**src/rtl/lookback_cmul_scheduler_if.sv**
```systemverilog
`default_nettype none
// ============================================================================
//  Module   : lookback_cmul_scheduler_if
//  Purpose  : Bundles the frame control, shared-multiplier operand/result and
//             lookback accumulator signals of lookback_cmul_scheduler.
//  Signals  : frame_start_i  one-cycle pulse per downsampled sample
//             ch_en_i        channel enable mask, captured on accepted frame
//             clr_overrun_i  synchronous clear of the overrun flag
//             mul_resR_i     signed real part of the shared multiplier result
//             ch_sel_o       channel index driving the operand muxes
//             op_valid_o     operands for ch_sel_o are valid this cycle
//             acc_out_o      saturated lookback sum, held between frames
//             acc_valid_o    one-cycle pulse when acc_out_o is updated
//             busy_o         frame in progress (issuing or draining)
//             overrun_o      sticky: frame_start_i arrived while busy
//  Modports : slave  - the scheduler
//             master - the surrounding filter / stimulus side
//  Revision : 1.0  initial release
// ============================================================================
interface lookback_cmul_scheduler_if #(
    parameter int N_CH  = 4,
    parameter int W     = 25,
    parameter int SEL_W = (N_CH > 1) ? $clog2(N_CH) : 1
);
    logic                frame_start_i;
    logic [N_CH-1:0]     ch_en_i;
    logic                clr_overrun_i;
    logic signed [W-1:0] mul_resR_i;
    logic [SEL_W-1:0]    ch_sel_o;
    logic                op_valid_o;
    logic signed [W-1:0] acc_out_o;
    logic                acc_valid_o;
    logic                busy_o;
    logic                overrun_o;

    modport slave (
        input  frame_start_i, ch_en_i, clr_overrun_i, mul_resR_i,
        output ch_sel_o, op_valid_o, acc_out_o, acc_valid_o, busy_o, overrun_o
    );

    modport master (
        output frame_start_i, ch_en_i, clr_overrun_i, mul_resR_i,
        input  ch_sel_o, op_valid_o, acc_out_o, acc_valid_o, busy_o, overrun_o
    );
endinterface
`default_nettype wire

```
**src/rtl/lookback_cmul_scheduler.sv**
```systemverilog
`default_nettype none
// ============================================================================
//  Module   : lookback_cmul_scheduler
//  Purpose  : Time-multiplexes one shared complex multiplier across the N_CH
//             lookback recursion channels. Once per downsampled sample it
//             issues one operand pair per enabled channel (lowest index
//             first), accumulates the real parts of the returned products
//             with per-add saturation and publishes the sum with a one-cycle
//             valid pulse.
//  Ports    : clk_i   system clock, rising edge
//             rst_ni  asynchronous active-low reset
//             bus     lookback_cmul_scheduler_if.slave (frame control,
//                     operand select/strobe, product input, result/status)
//  Revision : 1.0  initial release
// ============================================================================
module lookback_cmul_scheduler #(
    parameter int N_CH    = 4,
    parameter int N_INT   = 9,
    parameter int N_MANT  = 15,
    parameter int MUL_LAT = 2
) (
    input  logic                      clk_i,
    input  logic                      rst_ni,
    lookback_cmul_scheduler_if.slave  bus
);
    localparam int           W         = N_INT + N_MANT + 1;
    localparam int           SEL_W     = (N_CH > 1) ? $clog2(N_CH) : 1;
    localparam logic [W-1:0] C_ACC_MAX = {1'b0, {(W-1){1'b1}}};
    localparam logic [W-1:0] C_ACC_MIN = {1'b1, {(W-1){1'b0}}};

    localparam logic [1:0] S_IDLE  = 2'd0;
    localparam logic [1:0] S_ISSUE = 2'd1;
    localparam logic [1:0] S_DRAIN = 2'd2;
    localparam logic [1:0] S_DONE  = 2'd3;

    logic [1:0]         state_q, state_d;
    logic [N_CH-1:0]    mask_q, mask_d;
    logic [MUL_LAT-1:0] trk_q, trk_d;
    logic [W-1:0]       acc_q, acc_d;
    logic [W-1:0]       acc_out_q, acc_out_d;
    logic               acc_valid_q, acc_valid_d;
    logic [SEL_W-1:0]   ch_sel_q;
    logic               overrun_q, overrun_d;

    logic               issue;
    logic               busy;
    logic               accept;
    logic [SEL_W-1:0]   ch_sel;
    logic [SEL_W-1:0]   sel_low;
    logic [N_CH-1:0]    mask_rest;
    logic               res_vld;
    logic [W:0]         sum_ext;
    logic [W-1:0]       acc_sum;

    // ------------------------------------------------------------------------
    // Channel picking: lowest set bit of the remaining mask
    // ------------------------------------------------------------------------
    always_comb begin
        sel_low = '0;
        for (int i = N_CH - 1; i >= 0; i--) begin
            if (mask_q[i]) begin
                sel_low = SEL_W'(i);
            end
        end
    end

    // x & (x-1) drops exactly the lowest set bit
    assign mask_rest = mask_q & (mask_q - N_CH'(1));

    // ------------------------------------------------------------------------
    // In-flight tracker: op_valid delayed by the multiplier latency; its
    // output bit marks the cycle in which mul_resR_i belongs to this frame.
    // ------------------------------------------------------------------------
    generate
        if (MUL_LAT == 1) begin : g_trk_one
            assign trk_d = issue;
        end else begin : g_trk_multi
            assign trk_d = {trk_q[MUL_LAT-2:0], issue};
        end
    endgenerate

    assign res_vld = trk_q[MUL_LAT-1];

    // ------------------------------------------------------------------------
    // Saturating accumulate: one guard bit detects signed overflow
    // ------------------------------------------------------------------------
    assign sum_ext = {acc_q[W-1], acc_q} + {bus.mul_resR_i[W-1], bus.mul_resR_i};

    always_comb begin
        if (sum_ext[W] != sum_ext[W-1]) begin
            acc_sum = sum_ext[W] ? C_ACC_MIN : C_ACC_MAX;
        end else begin
            acc_sum = sum_ext[W-1:0];
        end
    end

    // ------------------------------------------------------------------------
    // FSM: state register
    // ------------------------------------------------------------------------
    always_ff @(posedge clk_i or negedge rst_ni) begin
        if (!rst_ni) begin
            state_q <= S_IDLE;
        end else begin
            state_q <= state_d;
        end
    end

    // ------------------------------------------------------------------------
    // FSM: next state
    // ------------------------------------------------------------------------
    always_comb begin
        state_d = state_q;
        case (state_q)
            // DONE behaves like IDLE for frame acceptance so frames can run
            // back to back.
            S_IDLE, S_DONE: begin
                if (bus.frame_start_i) begin
                    state_d = (bus.ch_en_i != '0) ? S_ISSUE : S_DONE;
                end else begin
                    state_d = S_IDLE;
                end
            end
            S_ISSUE: begin
                if (mask_rest == '0) begin
                    state_d = S_DRAIN;
                end
            end
            S_DRAIN: begin
                // Leave once the result in flight this cycle is the last one
                if (trk_d == '0) begin
                    state_d = S_DONE;
                end
            end
            default: state_d = S_IDLE;
        endcase
    end

    // ------------------------------------------------------------------------
    // FSM: outputs
    // ------------------------------------------------------------------------
    always_comb begin
        issue  = (state_q == S_ISSUE);
        busy   = (state_q == S_ISSUE) || (state_q == S_DRAIN);
        ch_sel = issue ? sel_low : ch_sel_q;
    end

    assign accept = bus.frame_start_i && !busy;

    // ------------------------------------------------------------------------
    // Datapath next-state
    // ------------------------------------------------------------------------
    always_comb begin
        mask_d    = mask_q;
        acc_d     = acc_q;
        acc_out_d = acc_out_q;
        overrun_d = overrun_q;

        if (accept) begin
            mask_d = bus.ch_en_i;
            acc_d  = '0;
        end else begin
            if (issue) begin
                mask_d = mask_rest;
            end
            if (res_vld) begin
                acc_d = acc_sum;
            end
        end

        // Result register is loaded on entry to DONE so that acc_out and
        // acc_valid are both presented during the DONE cycle.
        acc_valid_d = (state_d == S_DONE);
        if (state_d == S_DONE) begin
            acc_out_d = acc_d;
        end

        if (bus.clr_overrun_i) begin
            overrun_d = 1'b0;
        end
        if (bus.frame_start_i && busy) begin
            overrun_d = 1'b1;
        end
    end

    always_ff @(posedge clk_i or negedge rst_ni) begin
        if (!rst_ni) begin
            mask_q      <= '0;
            trk_q       <= '0;
            acc_q       <= '0;
            acc_out_q   <= '0;
            acc_valid_q <= 1'b0;
            ch_sel_q    <= '0;
            overrun_q   <= 1'b0;
        end else begin
            mask_q      <= mask_d;
            trk_q       <= trk_d;
            acc_q       <= acc_d;
            acc_out_q   <= acc_out_d;
            acc_valid_q <= acc_valid_d;
            ch_sel_q    <= ch_sel;
            overrun_q   <= overrun_d;
        end
    end

    assign bus.ch_sel_o    = ch_sel;
    assign bus.op_valid_o  = issue;
    assign bus.acc_out_o   = acc_out_q;
    assign bus.acc_valid_o = acc_valid_q;
    assign bus.busy_o      = busy;
    assign bus.overrun_o   = overrun_q;

endmodule
`default_nettype wire
```
**src/flat_wrapper.sv**
```systemverilog
// flat-port wrapper written by rule: the top's interface ports become plain ports
module lookback_cmul_scheduler_flat 
#(
    parameter int N_CH    = 4,
    parameter int N_INT   = 9,
    parameter int N_MANT  = 15,
    parameter int MUL_LAT = 2
)
  (clk_i, rst_ni, bus_frame_start_i, bus_ch_en_i, bus_clr_overrun_i, bus_mul_resR_i, bus_ch_sel_o, bus_op_valid_o, bus_acc_out_o, bus_acc_valid_o, bus_busy_o, bus_overrun_o);
  lookback_cmul_scheduler_if #(.N_CH(N_CH)) bus_i ();
  input  logic clk_i;
  input  logic rst_ni;
  input wire logic [$bits(bus_i.frame_start_i)-1:0] bus_frame_start_i;
  input wire logic [$bits(bus_i.ch_en_i)-1:0] bus_ch_en_i;
  input wire logic [$bits(bus_i.clr_overrun_i)-1:0] bus_clr_overrun_i;
  input wire logic [$bits(bus_i.mul_resR_i)-1:0] bus_mul_resR_i;
  output wire logic [$bits(bus_i.ch_sel_o)-1:0] bus_ch_sel_o;
  output wire logic [$bits(bus_i.op_valid_o)-1:0] bus_op_valid_o;
  output wire logic [$bits(bus_i.acc_out_o)-1:0] bus_acc_out_o;
  output wire logic [$bits(bus_i.acc_valid_o)-1:0] bus_acc_valid_o;
  output wire logic [$bits(bus_i.busy_o)-1:0] bus_busy_o;
  output wire logic [$bits(bus_i.overrun_o)-1:0] bus_overrun_o;
  assign bus_i.frame_start_i = bus_frame_start_i;
  assign bus_i.ch_en_i = bus_ch_en_i;
  assign bus_i.clr_overrun_i = bus_clr_overrun_i;
  assign bus_i.mul_resR_i = bus_mul_resR_i;
  assign bus_ch_sel_o = bus_i.ch_sel_o;
  assign bus_op_valid_o = bus_i.op_valid_o;
  assign bus_acc_out_o = bus_i.acc_out_o;
  assign bus_acc_valid_o = bus_i.acc_valid_o;
  assign bus_busy_o = bus_i.busy_o;
  assign bus_overrun_o = bus_i.overrun_o;
  lookback_cmul_scheduler #(.N_CH(N_CH), .N_INT(N_INT), .N_MANT(N_MANT), .MUL_LAT(MUL_LAT)) u_core (.clk_i(clk_i), .rst_ni(rst_ni), .bus(bus_i));
endmodule
```
**config.mk**
```make
export PLATFORM = sky130hd
export DESIGN_NAME = lookback_cmul_scheduler_flat
export DESIGN_NICKNAME = d
export VERILOG_FILES = /design/src/rtl/lookback_cmul_scheduler_if.sv /design/src/rtl/lookback_cmul_scheduler.sv /design/src/flat_wrapper.sv
export SDC_FILE = /design/constraint.sdc
export NUM_CORES = 1
export LEC_CHECK = 0
export BUFFER_PORTS_ARGS = -buffer_cell sky130_fd_sc_hd__buf_4
export CAP_MARGIN = 20
export CORE_MARGIN = 1.5
export CORE_UTILIZATION = 30
export DETAILED_ROUTE_END_ITERATION = 12
export PLACE_DENSITY = 0.49
export SETUP_SLACK_MARGIN = 0.1
export SYNTH_ARGS = -nofsm -noshare
export SYNTH_HDL_FRONTEND = slang
export SYNTH_SLANG_ARGS = --single-unit
```
**constraint.sdc**
```tcl
create_clock -name clk_i -period 2.71 [get_ports clk_i]
set_clock_uncertainty 0.1 [all_clocks]
set_input_delay 0.1355 -clock clk_i [delete_from_list [all_inputs] [get_ports clk_i]]
set_output_delay 0.1355 -clock clk_i [all_outputs]
set_load 0.02 [all_outputs]
```
==> flow_results.org, run 1 <==
** STA
- After layout, the minimum clock period comes to 2.86 ns.
- The number of hold violations in the final report is 0.
- Maximum clock rate :: 350 MHz
- Final setup violating endpoints :: 42
- Transition at the pin with the smallest max-transition slack :: 0.828 ns
- Setup total negative slack on the finished layout was measured at -2.60 ns.
- Setup repair after global routing missed its margin :: yes
- Final worst path period share :: 105%
- Final hold analysis gives a worst-case slack of 0.262 ns.
- Measured against its own limit, the worst slew margin works out to 44.8%.
- The total count of max-transition violations in the final report came to 0.
- Setup slack on the critical path of the routed design comes to -0.146 ns.

** Synthesis
- Synth Register Bits :: 62
- The most used flip-flop cell after synthesis is dfrtp_1.
- Syn nets :: 517
- Syn avg cell area :: 8.80 µm²
- Share of the yosys chip area belonging to registers :: 38.7%
- The cell area that synthesis handed to floorplanning was 4010 µm².
- After technology mapping, the gate count stands at 456.
- After synthesis, the netlist uses 56 different library cells.
- For this run, asynchronously set or reset flops after synthesis account for 100%.
- The Yosys step of the flow raised 0 warnings.
- Counting flops with a built-in enable in the synthesized netlist gives 0.

** GRT
- GRT Total Usage :: 20.2%
- The initial antenna violation count was 0.
- The number of global-route vias before repair came to 4,263.
- Largest net degree at the start of global routing :: 63
- Global-route wire length before repair :: 22,000 µm
- Total grt overflow :: 0

** Route
- Summing over every cut layer, the via total after detailed routing is 4,102.
- The first TritonRoute pass finished after 4 iterations.
- For this block, the routed nets add up to 13,700 µm of wire.
- After detailed routing, the number of vias per cell comes to 5.13.
- Post-route ant nets :: 0
- First DRT Iteration DRCs :: 192
- In the routed design, unresolved DRC markers number 0.
- In the final routed layout, each cell accounts on average for 17.1 µm.

** Critical path
- Arrival time at the worst endpoint :: 2.97 ns
- Crit start category :: register
- The worst setup path is of the reg -> reg kind.
- At the worst endpoint, the required time is 2.83 ns.
- STA classifies the critical path endpoint as a register.
- Crit-path max FO :: 5

** Finish
- Ratio of cells with drive above 1 in the final layout :: 43.6%
- Leading cell type in the layout, fill and taps excluded :: buf_4
- Ant. Diodes :: 0
- In the layout the commonest cells are buf_4, nand2_1, dfrtp_1, a21oi_1, nor2_1.
- For this run, the share of the core covered by cells in the final layout is 48.5%.
- In the final design database the tool counted 680 nets.
- Layout overhead on the synthesized area :: 58.8%

** Die
- Rows :: 42
- The floorplan step set the die height to 119 µm.
- The die covers 14,100 µm².
- 64 I/O pins were placed.
- Initial Utilization :: 30.5%
- The floorplan step defined a core boundary enclosing 13,100 µm².
- Die extent in x :: 119 µm

** Clock network
- Clock-pin slew was measured on the worst setup and hold paths at 0.05 ns.
- CTS tree :: done
- CTS root buf :: clkbuf_16
- Clock latency reported for the late side of the worst-skew pair :: 0.34 ns
- In this run the deepest clock path goes through 2 buffers.
- Clock tree synthesis found a total of 62 sinks.
- The number of clock buffers added by TritonCTS is 9.
- The H-tree was split into 3 levels.

** Outcome
- Outcome :: complete, but fails checks
- The checks that failed: negative setup slack.

** Power and ir drop
- Dividing total power by cell area gives a power density of 1260 nW/µm².
- Overall power consumption after layout is estimated at 8.03 mW.
- Cell leakage power :: 2.95 nW
- Worst vdd rail ir drop :: 537 µV

** Placed design
- Worst slack at placement :: -0.259 ns
- GP Congestion :: 0.852
- Port buffering added 63 buffers.
- Detail Placement HPWL :: 9860 µm

** Run
- Max-capacitance violation count :: 0

** Hold path
- The path class of the tightest hold or removal check is in -> reg.
==> synth_stat cells (6+ instances only) <==
| library cell | count | area [µm²] |
|---|---|---|
| nor3_1 | 6 | 30.0 |
| a21o_1 | 9 | 67.6 |
| nor2_1 | 30 | 113 |
| nand3_1 | 22 | 110 |
| nand2_1 | 66 | 248 |
| o21ai_0 | 30 | 150 |
| and3_1 | 8 | 50.1 |
| dfrtp_1 | 62 | 1550 |
| a22oi_1 | 14 | 105 |
| xnor2_1 | 9 | 78.8 |
| o22ai_1 | 8 | 50.1 |
| xor2_1 | 9 | 78.8 |
| clkbuf_1 | 12 | 45.0 |
| a21oi_1 | 36 | 180 |
| inv_1 | 10 | 37.5 |
| o21ai_1 | 6 | 30.0 |
| o211ai_1 | 7 | 52.6 |
| ha_1 | 27 | 338 |
| o221ai_1 | 6 | 52.6 |
==> cell type report <==
cell class	instances	area (µm²)
clock inverter	3	42.5
fill	1283	6770
sequential	62	1550
tap	176	220
timing repair buffer	171	1400
clock buffer	13	260
multi-input combinational	364	2860
inverter	11	41.3
==> report_power, final <==
part / total, mW / internal [mW] / switching, mW
combinational: 5.29 / 2.49 / 2.80
clock: 1.18 / 0.760 / 0.420
sequential: 1.56 / 1.30 / 0.266
==> sequential cells by signal (all words and copies together) (netlist names) <==
name,count
u_core.bus.overrun_o,1
u_core.state_q,2
u_core.trk_q,2
u_core.bus.acc_valid_o,1
u_core.ch_sel_q,2
u_core.mask_q,4
u_core.bus.acc_out_o,25
u_core.acc_q,25
==> what timing repair did <==
action / in CTS / in global routing
endpoints found under the hold margin: 67 / 0
resized for setup: 71 / 29
pin swaps: 31 / 10
gates cloned: 1 / 0
hold buffers: 7 / 0
setup endpoints to repair: 50 / 50
setup buffers: 9 / 7
==> final timing paths <==
check | from | to | slack [ns] | cells past startpoint
min reg2reg | u_core.trk_q[0] | u_core.trk_q[1] | 0.29 | 0
min in group asynchronous | rst_ni | u_core.bus.acc_out_o[17] | 0.32 | 2
min | bus_mul_resR_i[0] | u_core.acc_q[0] | 0.26 | 4
max reg2reg | u_core.acc_q[0] | u_core.bus.acc_out_o[2] | -0.15 | 11
max in group asynchronous | rst_ni | u_core.acc_q[15] | 1.61 | 2
max | u_core.acc_q[0] | u_core.bus.acc_out_o[2] | -0.15 | 11
==> kinds of logic after synthesis <==
kind of cell	Yosys count	share of synthesized area [%]
DFF	62	38.7
and+or+nand+nor	160	18.4
AOI/OAI and AO/OA	151	24.9
buffers and inverters	30	3.24
xor gates and xnor gates	18	3.93
muxes	4	1.12
adders and majority gates	31	9.73
==> metrics by stage <==
| stage | cell area [µm²] | std cells |
|---|---|---|
| 6_report | 6370 | 800 |
| 5_1_grt | 6370 | 800 |
| 4_1_cts | 6170 | 795 |
| 3_5_place_dp | 5400 | 763 |
| 3_3_place_gp | 5400 | 763 |
| 2_1_floorplan | 4130 | 456 |
==> routing by layer <==
| metal | part of all wire [%] | global-route usage (%) |
|---|---|---|
| met3 | 4.6 | 4.01 |
| met5 | 0 | 0 |
| met4 | 1.3 | 5.87 |
| met1 | 47 | 27.2 |
| met2 | 47 | 32.8 |
==> worst max-delay path, cell delays in order (launching register included) <==
cell	delay, ns
dfrtp_1	0.40
ha_4	0.18
fa_2	0.38
a211oi_4	0.25
o211ai_2	0.12
nand4b_1	0.16
a21oi_2	0.11
o211ai_1	0.24
buf_4	0.22
o2111ai_2	0.13
o211a_1	0.17
mux2_4	0.27
No activity file was read; power rests on OpenSTA's default activity.
==> run 2, diff against run 1 <==
REMOVE_ABC_BUFFERS = 1   (was default)
==> run 2 against run 1 <==
- the flow still finishes with violations (negative setup slack)
- first-iteration DRC count grew 14%
- design area grew 1.6%
- setup slack gained 0.060 ns
==> flow_results.org, run 2 (synthesized netlist as in run 1, its figures left out) <==
** Outcome
- The flow ran to the end, but the final reports show violations.
- Violations in the final reports :: negative setup slack

** Critical path
- STA classifies the critical path endpoint as a register.
- The worst register-to-register path ends at u_core.bus.acc_out_o[12].
- The largest single stage delay on the critical path is 0.41 ns.
- At the worst endpoint, the arrival time is 2.96 ns.
- In this run the worst path has a maximum fanout of 6.
- Worst Path Class, Setup :: reg -> reg
- Broken down by cell family, the worst path's largest delay share belongs to compound AO/OA/AOI/OAI gates.
- Cell breakdown of the critical path :: ha_4 -> fa_2 -> a211oi_2 -> o211ai_2 -> nand4b_1 -> a21o_1 -> nand2_2 -> a211oi_4 -> buf_6 -> buf_16 -> a22oi_2 -> o21ai_1
- The worst setup path is launched from a register.
- Depth of the worst register-to-register path :: 12
- The largest individual stage delay along the critical path comes from the cell dfrtp_1.
- Minimum setup slack among reg-to-reg paths :: -0.09 ns
- The critical path contains buffers and inverters numbering 2 combined.
- For the worst setup path, the data required time is 2.87 ns.
- The startpoint identified for the worst register-to-register timing path is u_core.acc_q[0].

** Clock network
- Clock-pin slew was measured on the worst setup and hold paths at 0.06 ns.
- Clock latency reported for the late side of the worst-skew pair :: 0.34 ns
- Buffers inserted during clock tree synthesis total 9.
- The longest clock path from root to sink contains 2 buffers.
- CTS tree :: done
- CTS saw 62 sinks.
- The tree is rooted in a clkbuf_16.
- The clock tree synthesis step divided the H-tree into 3 levels.

** Power and ir drop
- The analysis attributes to cell leakage a power of 2.96 nW.
- In this run the power density over the cells is 1250 nW/µm².
- Reg power frac :: 19.3%
- Sum of internal, switching and leakage power :: 8.12 mW
- Net switching is 43.7% of the power.
- In this run, the combinational gates consume 67.4% of the power.
- Total net switching power :: 3.55 mW
- IR analysis of the VDD net gives a maximum drop of 550 µV.
- Cell internal power was estimated by the tool at 4.57 mW.
- The clock network burns 13.3% of the power.

** Hold path
- The worst hold path passes through 4 cells.
- The startpoint identified for the worst hold timing path is bus_mul_resR_i[0].
- Worst hold-check path type :: in -> reg
- For hold timing, the worst endpoint is u_core.acc_q[0].

** Route
- The routed layout has 4,126 vias.
- The count of nets left with antenna violations once routing finished came out at 0.
- After detailed routing, the number of vias per cell comes to 5.14.
- The first routing iteration left 218 violations.
- After detailed routing, the total wire length is 13,500 µm.
- After detailed routing, the average wire length per cell comes to 16.8 µm.
- For this run, design rule violations remaining after detail routing come to 0.
- Pre-Repair DR Iteration Count :: 4

** Die
- Initial Utilization :: 30.5%
- The die is 119 µm tall.
- Number of top-level design ports :: 64
- The die covers 14,100 µm².
- Core area :: 13,100 µm²
- Row generation in the floorplan step produced 42 rows.
- The floorplan step set the die width to 119 µm.

** STA
- Headroom to the max-slew limit :: 44.0%
- Setup repair after global routing could not meet its margin everywhere.
- Final setup violating endpoints :: 42
- Final WS setup :: -0.0857 ns
- The number of hold violations in the final report was 0.
- The total count of max-transition violations in the final report was 0.
- Worst hold slack :: 0.266 ns
- Final worst path period share :: 103%
- Transition at the pin with the smallest max-transition slack :: 0.840 ns
- Static timing analysis puts the maximum clock frequency at 358 MHz.
- The smallest clock period supported by the final layout is computed as 2.80 ns.

** Finish
- Final net count :: 682
- The top cell types in the final layout, fill and taps aside, are buf_4, nand2_1, dfrtp_1, a21oi_1, nor2_1.
- Non-filler instance count after layout :: 802
- In the final layout, the share of cells above drive strength 1 is 45.4%.
- Final standard cell area without fillers :: 6480 µm²
- The area growth from synthesis to layout is 61.4%.
- Ant. Diodes :: 0
- Leading cell type in the layout, fill and taps excluded :: buf_4
- Util after Layout :: 49.3%
- After filler insertion, the fill cell instance count of the layout stands at 1,263.

** GRT
- GRT Total Usage :: 19.7%
- The initial antenna violation count is 0.
- Vias in the first global route :: 4,315
- Global routing finished with a remaining overflow of 0.
- Largest net degree at the start of global routing :: 63
- Global-route wire length before repair :: 21,800 µm

** Placed design
- GP Congestion :: 0.877
- Placed instance area :: 5290 µm²
- Port buffering added 63 buffers.
- Detail Placement HPWL :: 9640 µm
- Inst Count DP :: 763

** Run
- Max-cap violations in this run came to 0.
## run 2: changes by cell type in the layout (fill, tap and decap cells not counted), sizes merged
cell / delta
clkinvlp: +2
clkinv: +2
bufinv: -1
clkbuf: -3
buf: +2
## run 2: metrics by stage
stage | TNS (ns) | setup slack (ns)
2_1_floorplan | -14.74 | -0.465
3_3_place_gp | -4.98 | -0.175
3_5_place_dp | -8.90 | -0.268
4_1_cts | -0.277 | -0.0578
5_1_grt | -9.90 | -0.263
6_report | -1.62 | -0.0857
## run 2: tightest hold or removal path, delay by kind of cell
kind,cells,cell delay [ns]
buffers and inverters,1,0.10
AO/OA/AOI/OAI,1,0.14
adder cells (fa/ha/maj),2,0.30
## run 2: worst max-delay path by stage
stage / to / cells past startpoint / startpoint
floorplan: u_core.bus.acc_out_o[19] / 10 / u_core.acc_q[0]
global placement: u_core.bus.acc_out_o[2] / 11 / u_core.acc_q[0]
detailed placement: u_core.bus.acc_out_o[8] / 12 / u_core.acc_q[0]
CTS: u_core.bus.acc_out_o[1] / 10 / u_core.acc_q[5]
global route: u_core.bus.acc_out_o[12] / 12 / u_core.acc_q[0]
finish: u_core.bus.acc_out_o[12] / 12 / u_core.acc_q[0]
## run 2: what timing repair did
item | in CTS | in global routing
setup endpoints to repair | 49 | 50
cloned | 1 | 0
resized for setup | 116 | 31
setup buffers | 12 | 3
hold buffers | 7 | 0
pin swaps | 40 | 31
endpoints found under the hold margin | 67 | 0
## run 2: layout make-up
type / instances / area (µm²) / area share, %
flip-flops and latches: 62 / 1550 / 24.0
well taps: 176 / 220 / 3.40
inverters: 11 / 41.3 / 0.638
clock buffers: 10 / 239 / 3.69
repair buffers: 173 / 1430 / 22.1
clock inverters: 6 / 37.5 / 0.580
multi-input cells: 364 / 2950 / 45.6
## run 2: layer usage
layer / global-route usage [%] / routed length [µm] / vias up
met3: 3.28 / 548 / 18
met1: 26.1 / 6250 / 1999
met5: 0 / 0 / -
li1: - / - / 2018
met2: 31.9 / 6400 / 91
met4: 8.21 / 270 / 0
## run 2: power groups by stage
stage	clock network, mW	registers [mW]	logic, mW
after floorplan	0	1.66	2.28
after global placement	0	1.53	4.22
after detailed placement	0	1.54	4.24
after CTS	1.10	1.56	5.23
after global routing	1.14	1.61	5.95
final	1.08	1.57	5.47
